===== src/rtl/hash_table_pkg.sv =====
// Shared types for the hash-table PTG store: bus records, PTE/PTG layout and
// the fixed sequencer state codes that the merge register also decodes.
package hash_table_pkg;

  localparam int unsigned HT_NENT = 8;
  localparam logic        INV     = 1'b0;

  typedef enum logic [2:0] {
    ST_IDLE   = 3'd0,
    ST_READ   = 3'd1,
    ST_WAIT   = 3'd2,
    ST_MERGE  = 3'd3,
    ST_WRITE  = 3'd4,
    ST_ACK    = 3'd5,
    ST_FMERGE = 3'd6,
    ST_FWRITE = 3'd7
  } ht_state_t;

  typedef struct packed {
    logic        v;
    logic [9:0]  asid;
    logic [52:0] pte;
  } pte_t;

  typedef struct packed {
    pte_t [HT_NENT-1:0] ptge;
  } ptg_t;

  typedef struct packed {
    logic        cyc;
    logic        stb;
    logic        we;
    logic [31:0] adr;
    logic [63:0] dat;
    logic [7:0]  tid;
  } wb_cmd_request64_t;

  typedef struct packed {
    logic        ack;
    logic [63:0] dat;
    logic [7:0]  tid;
  } wb_cmd_response64_t;

  function automatic logic [2:0] ent_of(input logic [31:0] adr);
    return adr[5:3];
  endfunction

endpackage


===== src/rtl/ht_ctrl_sweep_ptr.sv =====
// Free-ASID sweep pointer: {group, entry} counter with terminal-count detection,
// busy/done flags and the ASID latched when a sweep is accepted.
module ht_sweep_ptr #(
  parameter int unsigned PW = 13
) (
  input  logic          clk,
  input  logic          rst_n,
  input  logic          i_load,
  input  logic [9:0]    i_asid,
  input  logic          i_adv,
  output logic [PW-1:0] o_ptr,
  output logic          o_busy,
  output logic          o_done,
  output logic [9:0]    o_asid
);

  logic [PW-1:0] r_ptr;
  logic          r_busy;
  logic          r_done;
  logic [9:0]    r_asid;
  logic          w_last;

  assign w_last = &r_ptr;

  always_ff @(posedge clk or negedge rst_n) begin
    if (!rst_n) begin
      r_ptr  <= '0;
      r_busy <= 1'b0;
      r_done <= 1'b0;
      r_asid <= '0;
    end else begin
      r_done <= 1'b0;
      // A request during an active sweep is dropped, so the ASID is not reloaded.
      if (i_load && !r_busy) begin
        r_busy <= 1'b1;
        r_ptr  <= '0;
        r_asid <= i_asid;
      end else if (i_adv && r_busy) begin
        r_ptr <= r_ptr + 1'b1;
        if (w_last) begin
          r_busy <= 1'b0;
          r_done <= 1'b1;
        end
      end
    end
  end

  assign o_ptr  = r_ptr;
  assign o_busy = r_busy;
  assign o_done = r_done;
  assign o_asid = r_asid;

endmodule


===== src/rtl/ht_ctrl.sv =====
// PTG store sequencer: owns BRAM port A, arbitrates Wishbone PTE accesses
// against the background free-ASID sweep and drives the merge-register state code.
module ht_ctrl
  import hash_table_pkg::*;
#(
  parameter  int unsigned NGROUP = 1024,
  localparam int unsigned ADRW   = $clog2(NGROUP)
) (
  input  logic               clk,
  input  logic               rst_n,
  input  wb_cmd_request64_t  req,
  output wb_cmd_response64_t resp,
  input  logic               free_req,
  input  logic [9:0]         free_asid,
  output logic               free_busy,
  output logic               free_done,
  output logic [2:0]         state,
  output logic [9:0]         asid_to_free,
  output wb_cmd_request64_t  req_o,
  output logic               ena,
  output logic               wea,
  output logic [ADRW-1:0]    addra,
  input  ptg_t               douta
);

  localparam int unsigned PW = ADRW + 3;

  ht_state_t         r_state, w_next;
  wb_cmd_request64_t r_req;
  wb_cmd_request64_t w_sw_req;
  logic              r_sweep_op;
  logic              r_last_bus;
  logic              r_stb_hold;
  logic              w_grant_bus;
  logic              w_grant_sweep;
  logic              w_bus_pend;
  logic [PW-1:0]     w_ptr;
  logic [ADRW-1:0]   w_group;

  ht_sweep_ptr #(.PW(PW)) u_sweep (
    .clk    (clk),
    .rst_n  (rst_n),
    .i_load (free_req),
    .i_asid (free_asid),
    .i_adv  (r_state == ST_FWRITE),
    .o_ptr  (w_ptr),
    .o_busy (free_busy),
    .o_done (free_done),
    .o_asid (asid_to_free)
  );

  assign w_bus_pend = req.cyc & req.stb & ~r_stb_hold;

  always_comb begin
    w_next        = r_state;
    w_grant_bus   = 1'b0;
    w_grant_sweep = 1'b0;
    unique case (r_state)
      ST_IDLE: begin
        // Alternate after a bus grant so the sweep always progresses.
        if (free_busy && (r_last_bus || !w_bus_pend)) begin
          w_grant_sweep = 1'b1;
          w_next        = ST_READ;
        end else if (w_bus_pend) begin
          w_grant_bus = 1'b1;
          w_next      = ST_READ;
        end
      end
      ST_READ:   w_next = ST_WAIT;
      ST_WAIT:   w_next = r_sweep_op ? ST_FMERGE : (r_req.we ? ST_MERGE : ST_ACK);
      ST_MERGE:  w_next = ST_WRITE;
      ST_WRITE:  w_next = ST_ACK;
      ST_ACK:    w_next = ST_IDLE;
      ST_FMERGE: w_next = ST_FWRITE;
      ST_FWRITE: w_next = ST_IDLE;
      default:   w_next = ST_IDLE;
    endcase
  end

  always_ff @(posedge clk or negedge rst_n) begin
    if (!rst_n) begin
      r_state    <= ST_IDLE;
      r_req      <= '0;
      r_sweep_op <= 1'b0;
      r_last_bus <= 1'b0;
      r_stb_hold <= 1'b0;
    end else begin
      r_state <= w_next;
      if (w_grant_bus) begin
        r_req      <= req;
        r_sweep_op <= 1'b0;
        r_last_bus <= 1'b1;
      end else if (w_grant_sweep) begin
        r_sweep_op <= 1'b1;
        r_last_bus <= 1'b0;
      end
      // A strobe still high at ack must fall before it can be granted again.
      if (r_state == ST_ACK)
        r_stb_hold <= req.stb;
      else if (!req.stb)
        r_stb_hold <= 1'b0;
    end
  end

  always_comb begin
    w_sw_req              = '0;
    w_sw_req.adr[PW+2:0]  = {w_ptr, 3'b000};
  end

  assign w_group = r_sweep_op ? w_ptr[PW-1:3] : r_req.adr[ADRW+5:6];
  assign req_o   = r_sweep_op ? w_sw_req : r_req;
  assign state   = r_state;

  always_comb begin
    ena   = 1'b0;
    wea   = 1'b0;
    addra = '0;
    resp  = '0;
    unique case (r_state)
      ST_READ: begin
        ena   = 1'b1;
        addra = w_group;
      end
      ST_WRITE, ST_FWRITE: begin
        ena   = 1'b1;
        wea   = 1'b1;
        addra = w_group;
      end
      ST_ACK: begin
        // Dropping cyc mid-op still lets the op finish but hides the ack.
        if (req.cyc) begin
          resp.ack = 1'b1;
          resp.tid = r_req.tid;
          if (!r_req.we)
            resp.dat = douta.ptge[ent_of(r_req.adr)];
        end
      end
      default: ;
    endcase
  end

endmodule


===== config.mk =====
export PLATFORM = sky130hd
export DESIGN_NAME = ht_ctrl
export DESIGN_NICKNAME = d
export VERILOG_FILES = /design/src/rtl/hash_table_pkg.sv /design/src/rtl/ht_ctrl_sweep_ptr.sv /design/src/rtl/ht_ctrl.sv
export SDC_FILE = /design/constraint.sdc
export NUM_CORES = 1
export LEC_CHECK = 0
export CORE_AREA = 8 8 317 319
export CTS_BUF_LIST = sky130_fd_sc_hd__clkbuf_4 sky130_fd_sc_hd__clkbuf_8 sky130_fd_sc_hd__clkbuf_16
export DETAILED_ROUTE_END_ITERATION = 10
export DIE_AREA = 0 0 325 327
export GPL_TIMING_DRIVEN = 0
export RECOVER_POWER = 100
export SLEW_MARGIN = 20
export SYNTH_ARGS = -nofsm -noshare
export SYNTH_HDL_FRONTEND = slang
export SYNTH_SLANG_ARGS = --single-unit

===== constraint.sdc =====
create_clock -name clk -period 2.1 [get_ports clk]
set_input_delay 0.42 -clock clk [delete_from_list [all_inputs] [get_ports clk]]
set_output_delay 0.42 -clock clk [all_outputs]
set_load 0.01 [all_outputs]

**Yosys cells after proc, flatten, opt, wreduce, memory -nomap -nowiden**

Cells that the tools add are included.

- Flip-flop bits (word level): 138

- Add/sub/neg operators: 1
- Multiplexer cells: 34
- $lt $le $gt $ge: 1
- Reductions and logical operators: 15
- Eq/ne operators: 9
- Bitwise operators: 3

Operator list:

| kind | count |
|---|---|
| binary-select mux 64 bit (select 3 bit) | 1 |
| two-way mux 73 bit | 2 |
| two-way mux 64 bit | 2 |
| two-way mux 107 bit | 1 |
| two-way mux 13 bit | 2 |
| one-hot mux 3 bit (7 select lines) | 1 |
| two-way mux 10 bit | 2 |
| two-way mux 1 bit | 19 |
| adder 13 x 1 -> 13 bit, second input constant | 1 |
| AND reduction 13 bit | 1 |
| == test 3 bit, second input constant | 4 |
| two-way mux 3 bit | 4 |
| == test 3 x 2 -> 1 bit, second input constant | 2 |
| nonzero test 2 bit | 3 |
| < comparator 3 x 4 -> 1 bit, second input constant | 1 |
| OR reduction 2 bit | 2 |
| == test 3 x 1 -> 1 bit, second input constant | 1 |
| logical AND 1 bit | 3 |
| logical NOT 3 bit | 1 |
| inequality test 3 bit, second input constant | 1 |
| OR reduction 3 bit | 1 |
| AND 1 bit | 2 |
| logical NOT 1 bit | 2 |
| inequality test 2 x 1 -> 1 bit, second input constant | 1 |
| other kinds (3) | 3 |

**Logic depth before layout (Yosys ltp)**

Gate-level depths: netlist of the first run.

- Depth after elaboration: 9
- Gate-level depth with buffers: 7
- Mapped depth without buffers: 4

**Cells and area by module**

A second synthesis of the first run with hierarchy kept.

- Cells, all modules: 757
- Area total of the unflattened synthesis: 10014.6 um2

Modules (own cells, without submodules):

| module | times used | cells each | area each (um2) |
|---|---|---|---|
| ht_ctrl | 1 | 639 | 8863.5 |
| ht_sweep_ptr | 1 | 118 | 1151.1 |

**Worst setup path after synthesis of the first run**

No wires, ideal clock.

- Path kind: register -> output
- Start: register r_req[76] (netlist name)
- End: output resp[63] (netlist name)
- Path slack: 0.086 ns
- Path buffers: 3
- Required time: 1.680 ns
- Stages on the path, launching flop included: 6
- Arrival: 1.594 ns
- Path through: dfrtp_1 clkbuf_1 buf_6 buf_2 mux4_2 a22o_1

RTL lines:

| element | RTL line | RTL |
|---|---|---|
| from (decl) | ht_ctrl.sv:29 | `wb_cmd_request64_t r_req;` |
| from (signal assigned) | ht_ctrl.sv:90 | `r_req <= req;` |
| to (decl) | ht_ctrl.sv:12 | `output wb_cmd_response64_t resp,` |

==> flow_summary.toml, run 1 <==
[grt]
antenna_found_initial = 75
grt_max_degree = 87
grt_pass1_wl_um = 122000
overflow = 0
grt_pass1_vias = 12347
track_usage_pct = 17.1

[synthesis]
yosysSeqAreaShare_pct = 34.0
synth_top_family_by_area = "multiplexers"
synth-main-ff-cell = "dfrtp_1"
async_flop_share_pct = 100
syn_area_um2 = 10200
yosys.area_share.simple_pct = 9.94
synth_fp_nets = 1371
synthAdderAreaFrac_pct = 0.123
synth_xor_area_share_pct = 0.172
postSynthAreaPerCell_um2 = 13.8
yosysUniqueCellTypes = 47
synth_mux_area_share_pct = 44.3
synth_edf_count = 0
yosys_warnings = 0
ys_ff_latch = 138
syn_inst = 738
synth_compound_area_share_pct = 7.08

[final_layout]
fill_cells = 10185
mostFrequentLayoutCells = "clkdlybuf4s50_1 (633), dfrtp_1 (135), buf_6 (130)"
postLayoutCoreUtil_pct = 23.7
syn_to_final_growth_pct = 123
drive_above_1_share_pct = 41.3
final_common_cell = "clkdlybuf4s50_1"
nNetsFinal = 2309

[timing]
fin_skew_ns = 0.0181
setup_slack_ns = -0.726
fin_setup_tns_ns = -66.27
rsz0062_at_grt = "true"
slew_violations = 53
period_share_pct = 135
tightestPinTransition_ns = 1.53
fin_crit_ns = 2.83
fmax_ghz = 0.354
relSlewSlack_pct = -1.90
finalSetupViolCount = 230
hold_viol_final = 0

[route]
ant_nets = 0
drc = 0
via_per_inst = 3.86
vias = 11519
wl_um = 96600
drt_iter0_markers = 712
firstDrtPassIters = 5
avgRoutedWirePerCell_um = 32.4

[run]
cap_violations = 1

[die]
die_x_um = 325
coreArea_um2 = 95700
start_util_pct = 10.6
die_h_um = 327
rows = 114
io_pins = 839
die-area_um2 = 106000

[worst_setup_path]
end_kind = "output pin"
crit_type = "flop to output pin"
r2r_slack_ns = -0.21
reg2regPathDepth = 8
r2r_end = "r_req[23]"
cp_max_fo = 5
crit_arrival_ns = 2.41
critPathLaunchType = "flop"
required_ns = 1.68
reg2reg_from = "state[1]"

[hold_path]
hold_path_class = "flop to flop"
hold_end = "r_req[106]"
worstHoldStart = "r_req[106]"
min_path_cells = 1

[clocking]
cts_tree = "yes"
cts_max_level = 4
clockBufferDepth = 2
clock-sinks = 138
cts-root-buf = "clkbuf_16"
clock_latency_ns = 0.46
clk_pin_slew_ns = 0.08
cts_buffers = 17

[place]
gp_congestion = 0.966
place_hpwl_um = 83000
io_buffers = 838

[power]
peakVddDrop_mv = 0.856
p_leak_uw = 0.00909
power_density_nw_per_um2 = 978
totalPowerFinal_uw = 22200

[outcome]
violations = "max-capacitance violations, max-slew violations, negative setup slack"
status = "finished, violations left"
-- how the worst max path moves through the flow --
stage                          from        end
final                     r_req[76]   resp[63]
after global placement        rst_n  r_req[11]
after CTS                 r_req[76]   resp[15]
after detailed placement   req[106]   resp[32]
after floorplan           r_req[76]   resp[63]
after global routing      r_req[76]   resp[32]
-- logic make-up after synthesis --
group | after synthesis
compound gates | 88
xor+xnor | 2
fa+ha+maj | 1
buf+inv | 82
flops | 138
mux | 263
simple gates | 164
-- through the flow --
stage | hold WS, ns | area, um2 | instances | worst slack [ns]
2_1_floorplan | 0.124 | 10200 | 738 | 0.0864
3_3_place_gp | 0.445 | 20200 | 2852 | -5.86
3_5_place_dp | 0.398 | 20200 | 2853 | -1.77
4_1_cts | 0.464 | 22100 | 2950 | -0.784
5_1_grt | 0.486 | 22600 | 2974 | -0.795
6_report | 0.470 | 22700 | 2984 | -0.726
-- cell type report --
type / instances / area (um2) / area share, %
inverters: 7 / 26.3 / 0.116
flip-flops and latches: 138 / 3460 / 15.3
repair buffers: 927 / 9390 / 41.4
clock inverters: 14 / 153 / 0.674
clock buffers: 18 / 439 / 1.94
plain buffers: 67 / 818 / 3.61
multi-input cells: 518 / 6730 / 29.7
well taps: 1276 / 1600 / 7.05
diodes: 19 / 47.5 / 0.210
-- what timing repair did --
item | 4_1_cts | 5_1_grt
gates cloned | 12 | 8
pin swaps | 30 | 29
endpoints found under the setup margin | 194 | 216
hold buffers | 1 | 0
setup buffers | 54 | 20
endpoints found under the hold margin | 52 | 0
resized for setup | 1102 | 190
-- cells in the mapped netlist (6+ instances only) --
cell type / instances / area, um2
nand2_1: 14 / 52.6
buf_4: 13 / 97.6
and2_1: 8 / 50.1
clkbuf_1: 33 / 124
nor2b_1: 102 / 638
nand2b_1: 6 / 37.5
buf_6: 10 / 113
mux2_4: 28 / 420
a22o_1: 64 / 561
mux4_2: 128 / 2880
inv_1: 7 / 26.3
mux2_2: 100 / 1130
mux2i_1: 7 / 70.1
dfrtp_1: 138 / 3450
buf_2: 18 / 90.1
-- sequential cells by signal, summed over array words and instances, names as in the netlist --
| name | cells |
|---|---|
| r_req | 107 |
| u_sweep.o_ptr | 13 |
| u_sweep.o_asid | 10 |
| state | 3 |
| r_last_bus | 1 |
| r_stb_hold | 1 |
| r_sweep_op | 1 |
| u_sweep.o_busy | 1 |
| u_sweep.o_done | 1 |
-- per-layer routing --
layer / track usage (%) / vias up / routed length [um]
li1: - / 4813 / -
met1: 19.0 / 5698 / 35700
met2: 29.2 / 816 / 46800
met3: 7.50 / 158 / 10300
met4: 5.61 / 34 / 3600
met5: 0 / - / 213
-- worst max-delay path, cell delays in order (launching register included) --
cell     delay, ns
dfrtp_2       0.38
buf_6         0.14
buf_12        0.13
buf_12        0.13
buf_12        0.13
mux4_2        0.55
a22o_1        0.29
buf_2         0.15
-- power by group --
part,internal [uW],switching [uW]
Sequential,3790,712
Combinational,8510,6000
Clock,1710,1450
Note: power is estimated with default switching activity, not from simulation.
==> run 2, diff against run 1 <==
Settings changed: CTS_CLUSTER_DIAMETER set to 60, GPL_TIMING_DRIVEN 0 to not set.
==> run 2 against run 1 <==
  * Sequential share of layout area decreased by 0.30 points
  * Largest power group unchanged
  * Wire length decreased by 1.2%
  * Largest cell class unchanged
  * Register-to-register slack got worse by 0.28 ns
  * Fmax decreased by 2.0%
  * The run ends with negative setup slack left
==> flow_summary.toml, run 2 (same netlist as run 1, synthesis figures left out) <==
[final_layout]
nNetsFinal = 2340
regMostFlops = "r_req"
syn_to_final_growth_pct = 128
drive_above_1_share_pct = 42.0
mostFrequentLayoutCells = "clkdlybuf4s50_1 (629), dfrtp_1 (135), mux4_2 (128)"
largest_register_ffs = 107
final_common_cell = "clkdlybuf4s50_1"

[worst_setup_path]
path_depth = 7
crit_type = "flop to output pin"
reg2reg_from = "state[1]"
critPathLaunchType = "flop"
reg2regPathDepth = 6
crit_arrival_ns = 2.46
r2r_end = "r_req[30]"
cp.buffers_inverters = 5
cp_max_fo = 8
required_ns = 1.68
end_kind = "output pin"
r2r_slack_ns = -0.49
crit_family = "buffers and inverters"
slowest_delay_ns = 0.51
slowest_stage = "dfrtp_4"
crit_chain = "buf_12 -> buf_4 -> buf_8 -> buf_8 -> mux4_2 -> a22o_1 -> buf_12"

[power]
power_density_nw_per_um2 = 995
peakVddDrop_mv = 0.624
p_leak_uw = 0.00935
totalPowerFinal_uw = 23100

[grt]
grt_max_degree = 43
overflow = 0
grt_pass1_wl_um = 123000
track_usage_pct = 17.1
grt_pass1_vias = 12468
antenna_found_initial = 76

[clocking]
clock_latency_ns = 0.45
cts_buffers = 17
cts-root-buf = "clkbuf_16"
cts_tree = "yes"
clk_pin_slew_ns = 0.07
cts_max_level = 4
clockBufferDepth = 2
clock-sinks = 138

[hold_path]
hold_end = "r_req[106]"
min_path_cells = 1
worstHoldStart = "r_req[106]"
hold_path_class = "flop to flop"

[route]
avgRoutedWirePerCell_um = 31.7
drt_iter0_markers = 971
via_per_inst = 3.90
drc = 0
firstDrtPassIters = 5
vias = 11769
wl_um = 95500
ant_nets = 0

[timing]
hold_slack_ns = 0.470
rsz0062_at_grt = "true"
fin_skew_ns = 0.0149
tightestPinTransition_ns = 0.958
relSlewSlack_pct = 36.1
finalSetupViolCount = 305
slew_violations = 0
hold_viol_final = 0
setup_slack_ns = -0.785
period_share_pct = 137
fmax_ghz = 0.347
fin_setup_tns_ns = -107.20
fin_crit_ns = 2.88

[die]
start_util_pct = 10.6
coreArea_um2 = 95700
io_pins = 839
die_h_um = 327
rows = 114
die_x_um = 325
die-area_um2 = 106000

[outcome]
violations = "negative setup slack"
status = "finished, violations left"

[place]
io_buffers = 838
gp_congestion = 0.960
place_hpwl_um = 81500

[run]
cap_violations = 0
[run 2: cell count changes in the layout (fill, tap and decap cells not counted), sizes merged, moves of 3 or more]
cell	previous run	this run
buf	286	358
clkbuf	75	34
dlygate4sd2	1	7
clkdlybuf4s50	633	629
bufbuf	3	0
[run 2: worst max-delay path by stage]
| stage | end | start | slack (ns) |
|---|---|---|---|
| CTS | resp[15] | r_req[76] | -0.83 |
| detailed placement | resp[60] | req[106] | -0.92 |
| floorplan | resp[63] | r_req[76] | 0.09 |
| global placement | resp[12] | req[106] | -0.89 |
| global route | resp[15] | r_req[76] | -0.86 |
| finish | resp[45] | r_req[76] | -0.78 |
[run 2: report_power, final]
part           internal, uW  switching (uW)
clock                  1590            1400
sequential             3800             762
combinational          8930            6570
total                 14300            8730
[run 2: worst reg2reg max path: stages, from the launching register on]
cell and delay [ns]:
dfrtp_1 0.38, clkbuf_1 0.22, clkbuf_1 0.26, nor3_1 0.62
nand3_4 0.36, buf_4 0.33, mux2_4 0.31
[run 2: layout make-up]
type | instances | area (um2)
diodes | 18 | 45.0
clock buffers | 18 | 439
clock inverters | 14 | 129
fillers | 10083 | 72500
inverters | 7 | 26.3
multi-input cells | 518 | 6690
flip-flops and latches | 138 | 3460
well taps | 1276 | 1600
repair buffers | 1025 | 10800
[run 2: what timing repair did]
| item | in CTS | in global routing |
|---|---|---|
| setup endpoints to repair | 195 | 290 |
| endpoints found under the hold margin | 29 | 0 |
| cloned | 21 | 2 |
| gates resized for setup | 829 | 158 |
| setup buffers | 87 | 30 |
| pin swaps | 46 | 31 |
| hold buffers | 1 | 0 |
[run 2: layer usage]
metal | wire (um) | share of wire, % | GRT usage (%) | up-vias
met3 | 10700 | 11 | 8.11 | 195
met4 | 3210 | 3.4 | 4.17 | 30
li1 | - | - | - | 4879
met1 | 35000 | 37 | 18.8 | 5795
met2 | 46400 | 49 | 29.7 | 870
met5 | 187 | 0.20 | 0 | -
[run 2: through the flow]
stage               utilization (%)  cells  area, um2  worst slack (ns)
floorplan                         -    738      10200            0.0864
global placement               21.7   2854      20800            -0.888
detailed placement             21.7   2854      20800            -0.919
CTS                            23.8   2992      22800            -0.827
global route                   24.2   3006      23100            -0.864
finish                         24.2   3014      23200            -0.785
==> run 3, diff against run 2 <==
Settings changed: CORE_AREA 8 8 317 319 to 8 8 323 325, DIE_AREA 0 0 325 327 to 0 0 331 333.
Clock period 2.1 ns to 2.6 ns, I/O delays scaled along.
==> run 3 against run 2 <==
  * Sequential power shrank 19%
  * Critical endpoint is now resp[44]
  * Die area grew 3.7%
  * Highest routed layer unchanged
  * Clock skew shrank 0.0049 ns
  * The run still ends with negative setup slack left
  * Sequential share of layout area grew 0.76 points
  * First-iteration DRC count shrank 16%
  * Final cell count shrank 1.4%
  * Worst hold slack lost 0.013 ns
  * Total power shrank 24%
  * Largest power group unchanged
==> flow_summary.toml, run 3 (same netlist as run 1, synthesis figures left out) <==
[worst_setup_path]
reg2reg_from = "state[2]"
r2r_end = "r_req[26]"
crit_type = "flop to output pin"
critPathLaunchType = "flop"
r2r_slack_ns = -0.05
required_ns = 2.08
reg2regPathDepth = 5
cp_max_fo = 8
end_kind = "output pin"
crit_arrival_ns = 2.41

[final_layout]
seq_area_um2 = 3460
mostFrequentLayoutCells = "clkdlybuf4s50_1 (647), dfrtp_1 (136), mux4_2 (128)"
stdcell_count = 2972
syn_to_final_growth_pct = 117
largest_register_ffs = 107
postLayoutCoreUtil_pct = 22.2
nNetsFinal = 2279
regMostFlops = "r_req"
fill_cells = 10692
multi_input_area_um2 = 6330
final_common_cell = "clkdlybuf4s50_1"
drive_above_1_share_pct = 29.4
design_area_um2 = 22000

[route]
drt_iter0_markers = 815
avgRoutedWirePerCell_um = 30.0
ant_nets = 0
via_per_inst = 3.79
vias = 11269
firstDrtPassIters = 5
drc = 0
wl_um = 89100

[run]
cap_violations = 0

[die]
coreArea_um2 = 99300
die-area_um2 = 110000
rows = 116
die_x_um = 331
io_pins = 839
start_util_pct = 10.2
die_h_um = 333

[clocking]
cts-root-buf = "clkbuf_16"
cts_buffers = 17
clockBufferDepth = 2
cts_max_level = 4
clock-sinks = 138
clock_latency_ns = 0.45
clk_pin_slew_ns = 0.06
cts_tree = "yes"

[outcome]
violations = "negative setup slack"
status = "finished, violations left"

[grt]
grt_max_degree = 48
track_usage_pct = 15.2
grt_pass1_vias = 11944
antenna_found_initial = 55
overflow = 0
grt_pass1_wl_um = 113000

[timing]
hold_viol_final = 0
fmax_ghz = 0.341
rsz0062_at_grt = "true"
relSlewSlack_pct = 17.5
finalSetupViolCount = 159
fin_crit_ns = 2.93
tightestPinTransition_ns = 1.24
fin_skew_ns = 0.0100
fin_setup_tns_ns = -20.39
slew_violations = 0
setup_slack_ns = -0.329
period_share_pct = 113

[hold_path]
min_path_cells = 1
worstHoldStart = "r_req[105]"
hold_path_class = "flop to flop"
hold_end = "r_req[105]"

[power]
p_leak_uw = 0.00889
power_density_nw_per_um2 = 792
peakVddDrop_mv = 0.741

[place]
post-place-cells = 2876
gp_congestion = 0.953
place_hpwl_um = 77700
place_area_um2 = 20900
io_buffers = 838
-- run 3: area by class of cell --
type	count	share of cell area (%)
multi-input cells	518	28.8
clock inverters	13	0.756
well taps	1298	7.38
diodes	15	0.170
flip-flops and latches	138	15.7
repair buffers	964	45.1
clock buffers	19	2.03
inverters	7	0.119
-- run 3: critical path: stages, from the launching register on --
cell and delay, ns:
dfrtp_4 0.45, buf_12 0.17, buf_12 0.14, buf_12 0.13
mux4_2 0.63, a22o_1 0.27, buf_12 0.14
-- run 3: per-stage QoR --
| stage | setup WS, ns | hold WS, ns | power (uW) |
|---|---|---|---|
| finish | -0.329 | 0.458 | 17400 |
| global route | -0.441 | 0.499 | 18300 |
| CTS | -0.488 | 0.465 | 17600 |
| detailed placement | -0.519 | 0.445 | 14300 |
| global placement | -0.430 | 0.445 | 14300 |
| floorplan | 0.486 | 0.224 | 8560 |
-- run 3: worst max path at each step --
| stage | from | end | depth (start not counted) | slack (ns) |
|---|---|---|---|---|
| detailed placement | req[106] | resp[29] | 6 | -0.52 |
| global placement | req[106] | resp[48] | 6 | -0.43 |
| finish | r_req[76] | resp[44] | 6 | -0.33 |
| floorplan | r_req[76] | resp[63] | 5 | 0.49 |
| CTS | r_req[76] | resp[69] | 5 | -0.49 |
| global route | r_req[76] | resp[13] | 6 | -0.44 |
-- run 3: routing by layer --
metal	track usage, %	vias to the layer above	part of all wire [%]
met2	25.2	809	47
met3	6.20	126	12
met5	0	-	0.12
met4	5.57	18	3.5
li1	-	4742	-
met1	17.6	5574	38
-- run 3: report_power, final --
part / total, uW / internal (uW) / leakage, uW / switching (uW)
Combinational: 11200 / 6230 / 0.00690 / 4940
Clock: 2590 / 1550 / 0.000294 / 1040
Sequential: 3690 / 3070 / 0.00169 / 622
-- run 3: timing repair --
item,4_1_cts,5_1_grt
hold buffers,1,0
hold endpoints to repair,28,0
gates resized for setup,281,55
pin swaps,26,37
cloned,5,0
endpoints found under the setup margin,171,73
setup buffers,29,22
